File: src/rtl/frq_div_pkg.sv
// ============================================================================
// Module   : frq_div_pkg
// Brief    : Shared constants and helpers for the programmable divider.
// Revision : 1.0 - initial release
// ============================================================================
`default_nettype none

package frq_div_pkg;

  localparam int   DEF_DIV     = 10;
  localparam logic MODE_PULSE  = 1'b0;
  localparam logic MODE_SQUARE = 1'b1;

  // Length of the high phase in square mode: ceil(n/2).
  function automatic logic [31:0] half_up(input logic [31:0] n);
    return (n >> 1) + {31'd0, n[0]};
  endfunction

endpackage

`default_nettype wire

File: src/rtl/frq_div_ch.sv
// ============================================================================
// Module   : frq_div_ch
// Brief    : One divider channel: counter, shadow/active divisor, output reg.
// Revision : 1.0 - initial release
// ============================================================================
`default_nettype none

module frq_div_ch
  import frq_div_pkg::*;
#(
  parameter int CW      = 16,
  parameter int DEF_DIV = frq_div_pkg::DEF_DIV
) (
  input  logic          mclk,
  input  logic          rst,
  input  logic          sclr,
  input  logic          en,
  input  logic          mode,
  input  logic          wr,
  input  logic [CW-1:0] wval,
  output logic          div_out
);

  localparam logic [CW-1:0] c_one = CW'(1);
  localparam logic [CW-1:0] c_def = CW'(DEF_DIV);

  logic [CW-1:0] r_cnt;
  logic [CW-1:0] r_act;
  logic [CW-1:0] r_shd;
  logic          r_pend;
  logic          r_out;

  logic [CW-1:0] w_shd;
  logic          w_pend;
  logic          w_act_zero;
  logic          w_wrap;
  logic          w_load;
  logic [CW-1:0] w_nxt_cnt;
  logic [CW-1:0] w_half;
  logic [CW-1:0] w_cnt_d;
  logic          w_out_d;

  // A write landing on the same edge as a wrap is folded in here so it
  // activates at that very wrap.
  assign w_shd      = wr ? wval : r_shd;
  assign w_pend     = wr | r_pend;
  assign w_act_zero = (r_act == '0);

  // ">=" rather than "==" so a divisor shrunk while paused below the held
  // count wraps on the next enabled edge instead of running through 2^CW.
  assign w_wrap     = en && !w_act_zero && (r_cnt >= (r_act - c_one));
  assign w_load     = w_pend && (sclr || w_wrap || !en || w_act_zero);
  assign w_nxt_cnt  = w_wrap ? '0 : (r_cnt + c_one);
  assign w_half     = CW'(half_up(32'(r_act)));

  always_comb begin
    w_cnt_d = r_cnt;
    w_out_d = r_out;
    if (sclr || w_act_zero) begin
      w_cnt_d = '0;
      w_out_d = 1'b0;
    end else if (en) begin
      w_cnt_d = w_nxt_cnt;
      w_out_d = (mode == MODE_SQUARE) ? (w_nxt_cnt < w_half) : w_wrap;
    end else begin
      w_cnt_d = r_cnt;
      w_out_d = (mode == MODE_SQUARE) ? r_out : 1'b0;
    end
  end

  always_ff @(posedge mclk or posedge rst) begin
    if (rst) begin
      r_cnt  <= '0;
      r_act  <= c_def;
      r_shd  <= c_def;
      r_pend <= 1'b0;
      r_out  <= 1'b0;
    end else begin
      r_cnt <= w_cnt_d;
      r_out <= w_out_d;
      r_shd <= w_shd;
      if (w_load) begin
        r_act  <= w_shd;
        r_pend <= 1'b0;
      end else begin
        r_pend <= w_pend;
      end
    end
  end

  assign div_out = r_out;

endmodule

`default_nettype wire

File: src/rtl/frq_div_prog.sv
// ============================================================================
// Module   : frq_div_prog
// Brief    : CH-channel programmable clock divider with pulse/square outputs.
// Revision : 1.0 - initial release
// ============================================================================
`default_nettype none

module frq_div_prog
  import frq_div_pkg::*;
#(
  parameter  int CH      = 4,
  parameter  int CW      = 16,
  parameter  int DEF_DIV = frq_div_pkg::DEF_DIV,
  localparam int SW      = (CH > 1) ? $clog2(CH) : 1
) (
  input  logic          mclk,
  input  logic          rst,
  input  logic          sclr,
  input  logic [CH-1:0] en,
  input  logic [CH-1:0] mode,
  input  logic          div_we,
  input  logic [SW-1:0] div_sel,
  input  logic [CW-1:0] div_val,
  output logic [CH-1:0] div_out
);

  logic          w_sel_ok;
  logic [CH-1:0] w_we;

  // Addresses past the last channel are dropped (possible when CH is not a
  // power of two).
  assign w_sel_ok = (int'(div_sel) < CH);

  generate
    for (genvar i = 0; i < CH; i++) begin : g_ch
      assign w_we[i] = div_we && w_sel_ok && (int'(div_sel) == i);

      frq_div_ch #(
        .CW      (CW),
        .DEF_DIV (DEF_DIV)
      ) u_ch (
        .mclk    (mclk),
        .rst     (rst),
        .sclr    (sclr),
        .en      (en[i]),
        .mode    (mode[i]),
        .wr      (w_we[i]),
        .wval    (div_val),
        .div_out (div_out[i])
      );
    end
  endgenerate

endmodule

`default_nettype wire

File: config.mk
export PLATFORM = sky130hd
export DESIGN_NAME = frq_div_prog
export DESIGN_NICKNAME = d
export VERILOG_FILES = /design/src/rtl/frq_div_pkg.sv /design/src/rtl/frq_div_ch.sv /design/src/rtl/frq_div_prog.sv
export SDC_FILE = /design/constraint.sdc
export NUM_CORES = 1
export LEC_CHECK = 0
export ABC_AREA = 0
export CAP_MARGIN = 20
export CORE_MARGIN = 3
export CORE_UTILIZATION = 48
export CTS_CLUSTER_SIZE = 24
export DETAILED_ROUTE_END_ITERATION = 7
export PLACE_DENSITY = 0.69
export SLEW_MARGIN = 20
export SYNTH_ARGS = -nofsm -noshare
export SYNTH_HDL_FRONTEND = slang
export SYNTH_SLANG_ARGS = --single-unit
File: constraint.sdc
create_clock -name mclk -period 7 [get_ports mclk]
set_input_delay 0.7 -clock mclk [delete_from_list [all_inputs] [get_ports mclk]]
set_output_delay 0.7 -clock mclk [all_outputs]
set_load 0.1 [all_outputs]
==> results.sh <==
export IMPL_worst_pin_slew_ns=0.971
export IMPL_slew_limit_headroom=0.350
export IMPL_drt_first_pass_iters=5
export IMPL_worst_r2r_path_depth=22
export IMPL_hold_end="g_ch[2].u_ch.r_shd[13]$_DFF_PP0_"
export IMPL_period_minus_slack_ns=5.75
export IMPL_die_x_um=178
export IMPL_dieHeight_um=178
export IMPL_synth_edf_count=0
export IMPL_clock_latency_ns=0.45
export IMPL_antennaDiodeCount=0
export IMPL_synth_seq_cells=200
export IMPL_crit_type="register to register"
export IMPL_syn_area_um2=14300
export IMPL_ios=34
export IMPL_initialDrtViolationCount=594
export IMPL_cpPeakStageDelay_ns=0.50
export IMPL_grt_pass1_wl_um=52600
export IMPL_grt_use_total=0.204
export IMPL_worst_path_max_delay_cell="a2111oi_0"
export IMPL_core_rowCount=62
export IMPL_numPortBuffers=33
export IMPL_crit_path_end_kind="register"
export IMPL_drc=0
export IMPL_vias_per_cell=5.77
export IMPL_die_area_um2=31900
export IMPL_path_cells="or3_1, nor3_1, nand2b_1, or3_1, nor4_1, xnor2_1, ha_1, nand4_1, nand2b_1, nor4_1, nor3_1, buf_4, nor3_1, buf_4, nor2_1, ha_1, a211oi_1, nor2_1, a2111oi_0, nand4_1, a211o_1, a311oi_1"
export IMPL_ir_worst_vdd_mv=0.235
export IMPL_cts_buffer_depth=2
export IMPL_finalMaxSlewViolations=0
export IMPL_wl_per_cell_um=16.8
export IMPL_ys_warn_count=0
export IMPL_grt_pass1_vias=10686
export IMPL_dpl_hpwl_um=23400
export IMPL_critPathLaunchType="register"
export IMPL_min_period_over_period=0.821
export IMPL_routed_wl_um=31500
export IMPL_reg2reg_to="g_ch[3].u_ch.div_out$_DFFE_PP0P_"
export IMPL_rsz0062_at_grt="false"
export IMPL_cp_common_cell="nor3_1"
export IMPL_hold_depth=1
export IMPL_cts_sinks=200
export IMPL_post_cts_buffers=0
export IMPL_fmax_mhz=174
export IMPL_cts_tree="yes"
export IMPL_tns_ns=0
export IMPL_outcome="completed"
export IMPL_yosysUniqueCellTypes=71
export IMPL_seq_area_um2=5020
export IMPL_ys_seq_area_frac=0.352
export IMPL_n_fill_cell=2625
export IMPL_holdBufCountCts=0
export IMPL_post_cts_resized=0
export IMPL_clock_skew_ns=0.0106
export IMPL_crit_arrival_ns=6.10
export IMPL_synth_top_area_share=0.322
export IMPL_antenna_found_initial=0
export IMPL_reg2reg_from="g_ch[3].u_ch.r_act[2]$_DFFE_PP0P_"
export IMPL_hold_viol=0
export IMPL_netlist_instances=1500
export IMPL_setup_slack_ns=1.25
export IMPL_gp_congestion=0.884
export IMPL_syn_nets=1670
export IMPL_synth_area_leaders="dfrtp_1 (32%), ha_1 (12%), mux2_2 (8.8%)"
export IMPL_vias=10827
export IMPL_start_util=0.492
export IMPL_syn_mean_instance_area_um2=9.52
export IMPL_cts_max_level=4
export IMPL_cts_made_buffers=17
export IMPL_leakage_nw=6.70
export IMPL_synth_main_ff_cell="dfrtp_1"
export IMPL_antenna_left=0
export IMPL_crit_fanout=15
export IMPL_cts_root_buf="clkbuf_16"
export IMPL_p_per_area_nw_per_um2=261
export IMPL_required_ns=7.36
export IMPL_yosysTopAreaCell="dfrtp_1"
export IMPL_grt_ovfl_total=0
export IMPL_regToRegSetupSlack_ns=1.25
export IMPL_drive_gt1_frac=0.124
export IMPL_hp_start="g_ch[2].u_ch.r_shd[13]$_DFF_PP0_"
export IMPL_synthArstFlopShare=1.00
export IMPL_grt_max_degree=129
export IMPL_core_area_um2=29000
export IMPL_setup_viol=0
export IMPL_worstHoldPathType="register to register"
export IMPL_clk_pin_slew_ns=0.09
export IMPL_area_growth_pct=7.88
export IMPL_dp_slack_ns=1.45
export IMPL_cap_viol_max_count=0
export IMPL_multi_input_comb_area_um2=8800
export IMPL_nets=1650
## stage by stage
stage | instances | utilization | hold slack (ns) | area, um^2 | power, mW
2_1_floorplan | 1500 | - | 0.466 | 14300 | 2.71
3_3_place_gp | 1845 | 0.511 | 0.475 | 14800 | 2.97
3_5_place_dp | 1845 | 0.511 | 0.480 | 14800 | 3.02
4_1_cts | 1877 | 0.531 | 0.497 | 15400 | 4.04
5_1_grt | 1877 | 0.531 | 0.510 | 15400 | 4.30
6_report | 1877 | 0.531 | 0.495 | 15400 | 4.02
## logic make-up after synthesis
group / share of synthesized area
buffers and inverters: 0.0325
AOI/OAI and AO/OA: 0.0901
muxes: 0.102
DFF: 0.352
adders and majority gates: 0.123
and+or+nand+nor: 0.193
xor gates and xnor gates: 0.108
## flip-flops by register name, indices dropped and copies added, names as in the netlist
name,count
g_ch.u_ch.r_act,64
g_ch.u_ch.r_pend,4
g_ch.u_ch.r_shd,64
g_ch.u_ch.r_cnt,64
g_ch.u_ch.div_out,4
## how the worst max path moves through the flow
stage / startpoint / to / slack, ns
3_3_place_gp: g_ch[3].u_ch.r_act[2]$_DFFE_PP0P_ / g_ch[3].u_ch.div_out$_DFFE_PP0P_ / 1.67
4_1_cts: g_ch[3].u_ch.r_act[2]$_DFFE_PP0P_ / g_ch[3].u_ch.div_out$_DFFE_PP0P_ / 1.33
2_1_floorplan: rst / g_ch[0].u_ch.div_out$_DFFE_PP0P_ / 0.87
6_report: g_ch[3].u_ch.r_act[2]$_DFFE_PP0P_ / g_ch[3].u_ch.div_out$_DFFE_PP0P_ / 1.25
3_5_place_dp: g_ch[3].u_ch.r_act[2]$_DFFE_PP0P_ / g_ch[3].u_ch.div_out$_DFFE_PP0P_ / 1.45
5_1_grt: g_ch[3].u_ch.r_act[2]$_DFFE_PP0P_ / g_ch[3].u_ch.div_out$_DFFE_PP0P_ / 0.66
## critical path: cells and delay by family (launching register included)
family	cells	cell delay (ns)
XOR/XNOR	1	0.13
buffers and inverters	2	0.42
AND/OR/NAND/NOR	13	2.69
adder cells (fa/ha/maj)	2	0.63
flip-flops	1	0.47
AO/OA/AOI/OAI	4	1.30
## area by class of cell
| type | instances | area share |
|---|---|---|
| multi-input cells | 1189 | 0.571 |
| flip-flops and latches | 200 | 0.326 |
| well taps | 384 | 0.0312 |
| clock buffers | 18 | 0.0285 |
| repair buffers | 40 | 0.0248 |
| clock inverters | 14 | 0.00974 |
| inverters | 32 | 0.00828 |
## routing by layer
layer	vias to the layer above	routed length (um)	GRT usage
li1	5270	-	-
met1	5280	15300	0.284
met2	225	14300	0.326
met3	52	1140	0.0298
met4	0	763	0.0679
met5	-	0	0
## report_power, final
| part | total (mW) | internal, mW | switching, mW |
|---|---|---|---|
| registers | 1.72 | 1.39 | 0.326 |
| logic | 1.29 | 0.635 | 0.657 |
| clock network | 1.01 | 0.492 | 0.517 |
| total | 4.02 | 2.52 | 1.50 |
## layout by cell type, fill, tap and decap left out, drive strengths merged, types with 36 or more instances in the layout
cell,instances
inv,42
mux2,129
xnor2,87
nand3,57
o21ai,60
nand4,36
nor2,141
ha,140
a21oi,55
nand2,114
xor2,89
dfrtp,184
## synthesized netlist by cell type, drive strengths merged (23+ instances only)
| cell | n |
|---|---|
| nor2 | 141 |
| dfrtp | 184 |
| nand2 | 114 |
| and3 | 33 |
| xor2 | 89 |
| nand4 | 36 |
| nor4 | 23 |
| o21ai | 60 |
| ha | 140 |
| nand3 | 57 |
| mux2 | 129 |
| clkbuf | 58 |
| inv | 32 |
| nor3 | 28 |
| a21oi | 55 |
| xnor2 | 87 |
Note: power is estimated with default switching activity, not from simulation.
==> patch: new RTL, same flow settings <==
`CW` is set to 16 in 2 places; all go to 32.
--- a/src/rtl/frq_div_ch.sv
+++ b/src/rtl/frq_div_ch.sv
@@ -8,7 +8,7 @@
 module frq_div_ch
   import frq_div_pkg::*;
 #(
-  parameter int CW      = 16,
+  parameter int CW      = 32,
   parameter int DEF_DIV = frq_div_pkg::DEF_DIV
 ) (
   input  logic          mclk,
--- a/src/rtl/frq_div_prog.sv
+++ b/src/rtl/frq_div_prog.sv
@@ -9,7 +9,7 @@
   import frq_div_pkg::*;
 #(
   parameter  int CH      = 4,
-  parameter  int CW      = 16,
+  parameter  int CW      = 32,
   parameter  int DEF_DIV = frq_div_pkg::DEF_DIV,
   localparam int SW      = (CH > 1) ? $clog2(CH) : 1
 ) (
Ports: changed (resized div_val); port bits go from 34 to 50. The function was not compared with the original's and may differ.
==> patch against the unedited design <==
Total power up 92%. Worst setup slack got worse by 850 ps. Largest power group unchanged. Synthesized area rose by 100%. Cell count up 110%. Sequential power up 92%. Via count increased by 120%. Core utilization grew 0.49 points. Critical path depth is 2 higher. Sequential cell count grew 192. Final area grew 100%. Fmax is 13% lower. Hold slack worse by 42 ps. Routed wire length increased by 130%.
==> patch: results (changes against the unedited design) <==
Placement
  • Port Buf Inserts: 49 (+48%)
  • Post-DP Area: 29600 sq um (+99%)
  • Gpl congestion: 0.902 (+2.1%)
  • Post-Place Cells: 3812 (+110%)
  • Setup slack at placement: 190 ps (-1260 ps)

Clock network
  • Clock Tree Buf Depth: 3 (+1)
  • Worst-path clk slew: 60 ps (-30 ps)
  • Clock latency on the worst-skew pair: 580 ps (+130 ps)
  • Htree depth: 2 (-2)

STA
  • WHS: 453 ps (-41.7 ps)
  • Slew margin rel.: 26.0% (-9.0 points)
  • Minimum clock period: 6600 ps (+854 ps)

Cells and area
  • Non-clk invs: 38 (+19%)
  • Multi-input combinational area share: 57.5% (+0.38 points)
  • Seq area share: 31.4% (-1.2 points)
  • Share of layout cells above drive strength 1: 11.0% (-1.4 points)
  • Plain + repair buffers: 94 (+140%)
  • Final non-clock buffer share: 2.89% (+0.40 points)
  • Clock buffers: 63 (+45)
  • Multi-input gates: 2534 (+110%)
  • Inserted Diodes: 1 (+1)

Status
  • Outcome: finished clean

Setup path
  • Crit path from: g_ch[0].u_ch.r_act[2]$_DFFE_PP0P_
  • Peak per-stage delay on the critical path: 560 ps (+60 ps)
  • Crit Reg-Reg Endpoint: g_ch[0].u_ch.div_out$_DFFE_PP0P_
  • Worst path slowest cell: or4_1
  • R2R cell count: 24 (+9.1%)
  • Flop-to-flop setup slack: 400 ps (-850 ps)

Synthesis
  • Post-Syn Area: 28700 sq um (+100%)
  • Gate Count Post-Synth: 3165 (+110%)
  • Post-synthesis mux area share: 7.61% (-2.6 points)
  • Synthesized Nets: 3479 (+110%)
  • Post-synth cell types: 82 (+15%)
  • Area fraction in compound gates after synthesis: 11.9% (+2.9 points)
  • Fraction of post-synthesis cell area in the top cell type by area: 32.8% (+0.56 points)
  • Synth cell count leaders: dfrtp_1, nor2_1, ha_1, nand2_1, xor2_1

Power
  • Post-route total power: 7.70 mW (+92%)
  • P_leak: 13.3 nW (+99%)
  • Switching share of power: 34.4% (-2.9 points)

Global route
  • Vias in the first global route: 23200 (+120%)
  • First-pass GRT wire length: 118000 microns (+120%)
  • Met3 Usage GRT: 3.02% (+0.042 points)
  • Total GRT Usage: 22.9% (+2.5 points)
  • Grt met1 use: 29.5% (+1.1 points)

Drt
  • Met2 wire length: 35400 microns (+150%)
  • DRT Wirelength: 73200 microns (+130%)
  • Met3 routed WL: 3340 microns (+190%)

Min path
  • HP Class: input pin to async pin
[patch: cell types whose count changed in the layout (fill, tap and decap cells not counted), moves of 106 or more]
cell,change
a21oi_1,+109
dfrtp_1,+192
ha_1,+128
xor2_1,+106
nor2_1,+196
nand2_1,+141
[patch: worst reg2reg max path, cell delays in order (launching register included)]
cell and delay (ps):
dfrtp_1 450, or4_1 560, or3_1 350, or3_1 370, or3b_1 440, or2_4 290
nor4_4 330, nand3_1 140, xor2_1 160, ha_1 300, nand4_1 150, or4_1 560
a21oi_1 160, a21o_1 180, and2_4 230, nor2_1 70, ha_1 300, nand4_1 220
nor4_4 390, nand2_1 130, nor4_2 210, o21ai_1 150, nand3_1 110, nor4_1 50
a22o_1 190
[patch: what timing repair did]
item                                    4_1_cts  5_1_grt
endpoints found under the setup margin        0        3
resized for setup                             0       23
setup buffers                                 0        7
[patch: logic make-up after synthesis]
group	after synthesis
flops	392
fa+ha+maj	268
simple gates	1145
xor+xnor	370
compound gates	556
mux	194
buf+inv	240
